## config.mk

```make
export PLATFORM = sky130hd
export DESIGN_NAME = rom_port_arbiter
export DESIGN_NICKNAME = d
export VERILOG_FILES = /design/src/rtl/rom_port_arbiter.sv
export SDC_FILE = /design/constraint.sdc
export NUM_CORES = 1
export LEC_CHECK = 0
export CORE_MARGIN = 5
export CORE_UTILIZATION = 39
export CTS_CLUSTER_DIAMETER = 80
export DETAILED_ROUTE_END_ITERATION = 7
export PLACE_DENSITY = 0.77
export SLEW_MARGIN = 20
export SYNTH_ARGS = -nofsm -noshare
export SYNTH_HDL_FRONTEND = slang
export SYNTH_SLANG_ARGS = --single-unit
```

## constraint.sdc

```tcl
create_clock -name clk -period 2.14 [get_ports clk]
set_clock_uncertainty 0.2 [all_clocks]
set_input_delay 0.321 -clock clk [delete_from_list [all_inputs] [get_ports clk]]
set_output_delay 0.321 -clock clk [all_outputs]
set_load 0.01 [all_outputs]
```

## src/rtl/rom_port_arbiter.sv

```systemverilog
// Two-port round-robin arbiter in front of a single instruction-ROM read port.
// One access in flight at a time: grant -> ACCESS (ROM_LAT+1 cycles) -> RESP pulse.
module rom_port_arbiter #(
    parameter int ADDR_W  = 32,
    parameter int DATA_W  = 32,
    parameter int ROM_LAT = 0
) (
    input  logic              clk,
    input  logic              rst,
    input  logic              m0_req_i,
    input  logic [ADDR_W-1:0] m0_addr_i,
    output logic              m0_gnt_o,
    output logic              m0_rvalid_o,
    output logic [DATA_W-1:0] m0_rdata_o,
    input  logic              m1_req_i,
    input  logic [ADDR_W-1:0] m1_addr_i,
    output logic              m1_gnt_o,
    output logic              m1_rvalid_o,
    output logic [DATA_W-1:0] m1_rdata_o,
    output logic              rom_ce_o,
    output logic [ADDR_W-1:0] rom_addr_o,
    input  logic [DATA_W-1:0] rom_data_i,
    output logic              busy_o
);

    typedef enum logic [1:0] {
        ST_IDLE   = 2'd0,
        ST_ACCESS = 2'd1,
        ST_RESP   = 2'd2
    } state_t;

    // ROM_LAT is legal 0..3, so a 2-bit wait counter is enough
    localparam logic [1:0] LAT_LAST = 2'(ROM_LAT);

    state_t            r_state;
    logic              r_owner;
    logic              r_last_grant;
    logic [1:0]        r_cnt;
    logic              r_ce;
    logic [ADDR_W-1:0] r_rom_addr;
    logic              r_busy;

    logic              w_req  [2];
    logic [ADDR_W-1:0] w_addr [2];
    logic              w_gnt  [2];
    logic              w_can_grant;
    logic              w_any_gnt;
    logic              w_gnt_id;
    logic [ADDR_W-1:0] w_gnt_addr;
    logic              w_capture;

    assign w_req[0]  = m0_req_i;
    assign w_req[1]  = m1_req_i;
    assign w_addr[0] = m0_addr_i;
    assign w_addr[1] = m1_addr_i;

    // On a tie the port that did not win last time is served; reset gates grants off
    assign w_can_grant = rst && (r_state != ST_ACCESS);
    assign w_gnt[0]    = w_can_grant && w_req[0] && (!w_req[1] || r_last_grant);
    assign w_gnt[1]    = w_can_grant && w_req[1] && (!w_req[0] || !r_last_grant);
    assign w_any_gnt   = w_gnt[0] || w_gnt[1];
    assign w_gnt_id    = w_gnt[1];
    assign w_gnt_addr  = w_gnt_id ? w_addr[1] : w_addr[0];
    assign w_capture   = (r_state == ST_ACCESS) && (r_cnt == LAT_LAST);

    always_ff @(posedge clk) begin
        if (!rst) begin
            r_state      <= ST_IDLE;
            r_owner      <= 1'b0;
            r_last_grant <= 1'b1;
            r_cnt        <= 2'd0;
            r_ce         <= 1'b0;
            r_rom_addr   <= '0;
            r_busy       <= 1'b0;
        end else begin
            case (r_state)
                ST_IDLE, ST_RESP: begin
                    if (w_any_gnt) begin
                        r_state      <= ST_ACCESS;
                        r_owner      <= w_gnt_id;
                        r_last_grant <= w_gnt_id;
                        r_cnt        <= 2'd0;
                        r_ce         <= 1'b1;
                        r_rom_addr   <= w_gnt_addr;
                        r_busy       <= 1'b1;
                    end else begin
                        r_state    <= ST_IDLE;
                        r_ce       <= 1'b0;
                        r_rom_addr <= '0;
                        r_busy     <= 1'b0;
                    end
                end
                ST_ACCESS: begin
                    if (w_capture) begin
                        r_state    <= ST_RESP;
                        r_ce       <= 1'b0;
                        r_rom_addr <= '0;
                        r_busy     <= 1'b0;
                    end else begin
                        r_cnt <= r_cnt + 2'd1;
                    end
                end
                default: begin
                    r_state    <= ST_IDLE;
                    r_ce       <= 1'b0;
                    r_rom_addr <= '0;
                    r_busy     <= 1'b0;
                end
            endcase
        end
    end

    // Per-port response registers: only the owner's data word ever changes
    for (genvar gi = 0; gi < 2; gi++) begin : g_port
        logic              r_rvalid;
        logic [DATA_W-1:0] r_rdata;
        logic              w_mine;

        assign w_mine = w_capture && (r_owner == 1'(gi));

        always_ff @(posedge clk) begin
            if (!rst) begin
                r_rvalid <= 1'b0;
                r_rdata  <= '0;
            end else begin
                r_rvalid <= w_mine;
                if (w_mine) begin
                    r_rdata <= rom_data_i;
                end
            end
        end
    end

    assign m0_gnt_o    = w_gnt[0];
    assign m1_gnt_o    = w_gnt[1];
    assign m0_rvalid_o = g_port[0].r_rvalid;
    assign m1_rvalid_o = g_port[1].r_rvalid;
    assign m0_rdata_o  = g_port[0].r_rdata;
    assign m1_rdata_o  = g_port[1].r_rdata;
    assign rom_ce_o    = r_ce;
    assign rom_addr_o  = r_rom_addr;
    assign busy_o      = r_busy;

endmodule

```

==> results_dict.tcl, run 1 <==
set metrics [dict create \
    critical_path_class "in -> out" \
    syn_area_per_cell_um2 9.60 \
    vdd_drop_max_mv 0.577 \
    p_total_mw 3.88 \
    grt_first_pass_wirelength_um 18400 \
    drt-total-wl_um 12000 \
    clkTransAtPathRegs_ns 0.10 \
    ys_ff_latch 105 \
    synth_area_leaders "dfxtp_1, o21ai_0, a221o_1" \
    cts.sinks 105 \
    place_ws_ns -0.0128 \
    yosysWarnings 0 \
    clock.fmax_ghz 0.517 \
    diodes 0 \
    hpwl_um 8680 \
    finalSetupViolations 0 \
    cap_violations 0 \
    async_flop_share_pct 0 \
    start_util_pct 39.8 \
    required_ns 1.62 \
    synth.cells.most_frequent "dfxtp_1, o21ai_0, nand3_1" \
    cp-end-kind "output pin" \
    syn2layout_area_growth_pct 57.5 \
    postRouteAntennaNets 0 \
    grt_max_degree 98 \
    fillers 834 \
    post-route-util_pct 62.6 \
    io_buffer_count 201 \
    tritoncts "yes" \
    chipHeight_um 110 \
    syn_inst 403 \
    die_area_um2 12000 \
    syn_area_um2 3870 \
    synth_edf_count 0 \
    syn_nets 504 \
    via_count 3687 \
    status "complete, no violations" \
    grt_use_total_pct 19.7 \
    worstMarginPinSlew_ns 0.376 \
    detailed_place.area_um2 5910 \
    synth-seq-area-share_pct 54.4 \
    cp.arrival_ns 1.42 \
    leakage_nw 2.25 \
    wl_per_cell_um 16.5 \
    dominantRegCellSynth "dfxtp_1" \
    final.period_utilization_pct 90.5 \
    drv_slew 0 \
    core_um2 9730 \
    cp_max_fo 3 \
    worst_r2r_path_depth 5 \
    multi_input_area_um2 1510 \
    drc_errors 0 \
    cts_setup_buffers 0 \
    cts-root-buf "clkbuf_8" \
    synth.distinct_cells 30 \
    power_density_nw_per_um2 637 \
    grt_antenna_before_repair 0 \
    relSlewSlack_pct 75.0 \
    setup_slack_ns 0.204 \
    yosysTopAreaCell "dfxtp_1" \
    start_kind "input pin" \
    die_w_um 110 \
    vias_per_cell 5.10 \
    first_iter_violations 194 \
    cts_hold_buf 0 \
    fin_crit_ns 1.94 \
    final_cell_area_um2 6090 \
    h-tree-depth 3 \
    synth.most_common_cell "dfxtp_1" \
    hold_depth 3 \
    nets 687 \
    clock_latency_ns 0.37 \
    hold_viol_final 0 \
    placementRows 36 \
    io_pins 202 \
    cts_buffers 9 \
    yosysTopAreaCellShare_pct 54.4 \
    overflow 0 \
    rsz0062_at_grt "false" \
    firstDrtPassIters 4 \
    first_global_vias 3602 \
    clockBufferDepth 2 \
    layout-drive-gt1-share_pct 5.42 \
    hold_class "in -> reg" \
    routabilityCongestion 0.811 \
    ff_latch_area_um2 2100 \
]
[power breakdown]
| part | internal, mW | switching [mW] | total [mW] | leakage [nW] |
|---|---|---|---|---|
| registers | 2.05 | 0.0525 | 2.10 | 0.857 |
| clock network | 0.428 | 0.682 | 1.11 | 0.0871 |
| logic | 0.401 | 0.261 | 0.662 | 1.31 |
| total | 2.88 | 0.995 | 3.88 | 2.25 |
[per-stage QoR]
stage	std cells	TNS (ns)	hold slack (ns)
detailed placement	708	-0.0128	0.261
floorplan	403	0	0.236
finish	723	0	0.183
global placement	708	0	0.248
CTS	723	0	0.156
global route	723	0	0.159
[layout make-up]
cell class                 count  area share [%]
clock inverter                 5           0.657
sequential                   105            34.6
tap                          133            2.73
multi-input combinational    255            24.8
timing repair buffer         210            34.8
inverter                       5           0.308
clock buffer                  10            2.10
[sequential cells by signal, indices dropped and copies added (netlist names)]
signal / flops
r_last_grant: 1
m1_rdata_o: 32
m1_rvalid_o: 1
r_state: 2
r_owner: 1
m0_rvalid_o: 1
m0_rdata_o: 32
rom_addr_o: 32
r_cnt: 2
busy_o: 1
[critical path, cell delays in order]
cell and delay [ns]:
clkdlybuf4s50_1 0.50, nand2b_1 0.09, and4_2 0.23, dlygate4sd2_1 0.28
[repair_timing]
item,CTS,global route
hold endpoints to repair,0,0
setup endpoints to repair,2,0
gates resized for setup,6,0
[kinds of logic after synthesis]
group                      count (synthesis)  share of synthesized area [%]
AOI/OAI and AO/OA                        102                           17.7
adders and majority gates                  1                          0.323
buffers and inverters                     43                           6.92
DFF                                      105                           54.4
and+or+nand+nor                          152                           20.7
[metal layers]
metal	share of wire (%)	up-vias	track usage, %	routed length, um
met5	0	-	0	0
met4	1.3	0	6.41	159
met3	15	15	11.7	1750
met2	45	176	31.7	5390
met1	39	1697	21.7	4650
li1	-	1799	-	-
[path summary, 6_finish.rpt]
check	startpoint	endpoint	slack, ns
worst min register to register	m0_rdata_o[28]	m0_rdata_o[28]	0.27
worst max register to register	r_cnt[0]	rom_addr_o[29]	0.29
worst min-delay path	rst	r_last_grant	0.18
worst max-delay path	m1_req_i	m0_gnt_o	0.20
[cells in the final DEF, fill, tap and decap left out, types with 2 or more instances in the layout]
| cell type | synthesis | final |
|---|---|---|
| o21ai_0 | 66 | 66 |
| buf_4 | 4 | 5 |
| dfxtp_1 | 105 | 103 |
| and2_1 | 35 | 35 |
| inv_6 | 0 | 2 |
| and4_1 | 2 | 2 |
| clkdlybuf4s50_1 | 0 | 198 |
| nand2_1 | 38 | 38 |
| a221o_1 | 32 | 32 |
| clkbuf_8 | 0 | 9 |
| dfxtp_2 | 0 | 2 |
| dlygate4sd2_1 | 0 | 2 |
| nor2_1 | 2 | 2 |
| inv_1 | 5 | 5 |
| nand3_1 | 64 | 64 |
| buf_12 | 0 | 4 |
| clkinv_4 | 0 | 2 |
(Power assumes the default switching activity.)
==> run 2: changes to the inputs <==
--- a/config.mk
+++ b/config.mk
@@ -6,10 +6,11 @@
 export NUM_CORES = 1
 export LEC_CHECK = 0
 export CORE_MARGIN = 5
-export CORE_UTILIZATION = 39
+export CORE_UTILIZATION = 55
 export CTS_CLUSTER_DIAMETER = 80
 export DETAILED_ROUTE_END_ITERATION = 7
-export PLACE_DENSITY = 0.77
+export DONT_BUFFER_PORTS = 1
+export PLACE_DENSITY = 0.68
 export SLEW_MARGIN = 20
 export SYNTH_ARGS = -nofsm -noshare
 export SYNTH_HDL_FRONTEND = slang
==> run 2 against run 1 <==
Compared with the run above:
- the run now fails in 4_1_cts
- synthesized cell count is the same
- synthesized area is the same
==> results_dict.tcl, run 2 <==
set metrics [dict create \
    cts_hold_buf 101 \
    cts_setup_buffers 0 \
    io_pins 202 \
    syn_area_per_cell_um2 9.60 \
    hpwl_um 6540 \
    syn_area_um2 3870 \
    placementRows 30 \
    routabilityCongestion 0.734 \
    cts_resized 0 \
    dominantRegCellSynth "dfxtp_1" \
    chipHeight_um 93.9 \
    synth.most_common_cell "dfxtp_1" \
    status "did not finish" \
    synth_area_leaders "dfxtp_1, o21ai_0, a221o_1" \
    yosysTopAreaCell "dfxtp_1" \
    cts-root-buf "clkbuf_8" \
    syn_inst 403 \
    synth-seq-area-share_pct 54.4 \
    yosysWarnings 0 \
    die_w_um 93.9 \
    clockBufferDepth 2 \
    ys_ff_latch 105 \
    haltStage "4_1_cts" \
    tool.error "[ERROR RSZ-0060] Max buffer count reached." \
    yosysTopAreaCellShare_pct 54.4 \
    h-tree-depth 3 \
    io_buffer_count 0 \
    async_flop_share_pct 0 \
    synth.distinct_cells 30 \
    syn_nets 504 \
    cts_buffers 9 \
    synth.cells.most_frequent "dfxtp_1, o21ai_0, nand3_1" \
    start_util_pct 56.6 \
    cts.sinks 105 \
    synth_edf_count 0 \
]
[run 2: cell counts after synthesis]
Identical to the previous run, type by type.
[run 2: cells by family after synthesis]
group	Yosys count	synth area share, %
AOI/OAI and AO/OA	102	17.7
adders and majority gates	1	0.323
buffers and inverters	43	6.92
DFF	105	54.4
and+or+nand+nor	152	20.7
[run 2: metrics by stage]
stage	worst slack, ns	util (%)	hold slack [ns]	cell area (um^2)	cells
2_1_floorplan	0.458	-	0.236	3870	403
3_3_place_gp	0.234	55.4	0.234	3790	465
3_5_place_dp	0.158	55.4	0.231	3790	465
==> run 3: changes to the inputs <==
--- a/config.mk
+++ b/config.mk
@@ -6,11 +6,10 @@
 export NUM_CORES = 1
 export LEC_CHECK = 0
 export CORE_MARGIN = 5
-export CORE_UTILIZATION = 55
-export CTS_CLUSTER_DIAMETER = 80
+export CORE_UTILIZATION = 40
 export DETAILED_ROUTE_END_ITERATION = 7
 export DONT_BUFFER_PORTS = 1
-export PLACE_DENSITY = 0.68
+export PLACE_DENSITY_LB_ADDON = 0.15
 export SLEW_MARGIN = 20
 export SYNTH_ARGS = -nofsm -noshare
 export SYNTH_HDL_FRONTEND = slang
==> run 3 against run 2 <==
Compared with the run above:
- the flow again stops in 4_1_cts
- synthesized cell count did not move
- synthesized area stayed put
==> results_dict.tcl, run 3 <==
set metrics [dict create \
    status "did not finish" \
    haltStage "4_1_cts" \
    tool.error "[ERROR RSZ-0060] Max buffer count reached." \
    synth_compound_area_share_pct 17.7 \
    io_pins 202 \
    start_util_pct 41.5 \
    routabilityCongestion 0.728 \
    clockBufferDepth 2 \
    cts_resized 0 \
    synth_top_family_by_area "simple AND/OR/NAND/NOR gates" \
    syn_area_per_cell_um2 9.60 \
    cts_hold_buf 104 \
    synth_edf_count 0 \
    yosysWarnings 0 \
    cts.sinks 105 \
    yosysTopAreaCellShare_pct 54.4 \
    h-tree-depth 3 \
    hpwl_um 6680 \
    cts-root-buf "clkbuf_8" \
    synthAdderAreaFrac_pct 0.324 \
    synth.distinct_cells 30 \
    ys_ff_latch 105 \
    die_w_um 108 \
    async_flop_share_pct 0 \
    syn_nets 504 \
    io_buffer_count 0 \
    synth.most_common_cell "dfxtp_1" \
    placementRows 35 \
    synth_xor_area_share_pct 0 \
    syn_area_um2 3870 \
    cts_buffers 9 \
    chipHeight_um 108 \
    cts_setup_buffers 0 \
    synth.area.mux_share_pct 0 \
    yosysTopAreaCell "dfxtp_1" \
    place_ws_ns 0.349 \
    synthSimpleGateAreaFrac_pct 20.7 \
    synth_area_leaders "dfxtp_1, o21ai_0, a221o_1" \
    synth.cells.most_frequent "dfxtp_1, o21ai_0, nand3_1" \
    dominantRegCellSynth "dfxtp_1" \
    syn_inst 403 \
    synth-seq-area-share_pct 54.4 \
]
==> run 3: cell counts after synthesis <==
No cell type changed its count.
==> run 3: stage by stage <==
step                utilization [%]  cell area [um^2]  cells  hold slack, ns
floorplan                         -              3870    403           0.236
global placement               41.0              3830    498           0.241
detailed placement             41.0              3830    498           0.246
==> run 3: cell families after synthesis <==
group,Yosys count
adder cells (fa/ha/maj),1
flip-flops,105
AO/OA/AOI/OAI,102
AND/OR/NAND/NOR,152
buffers and inverters,43
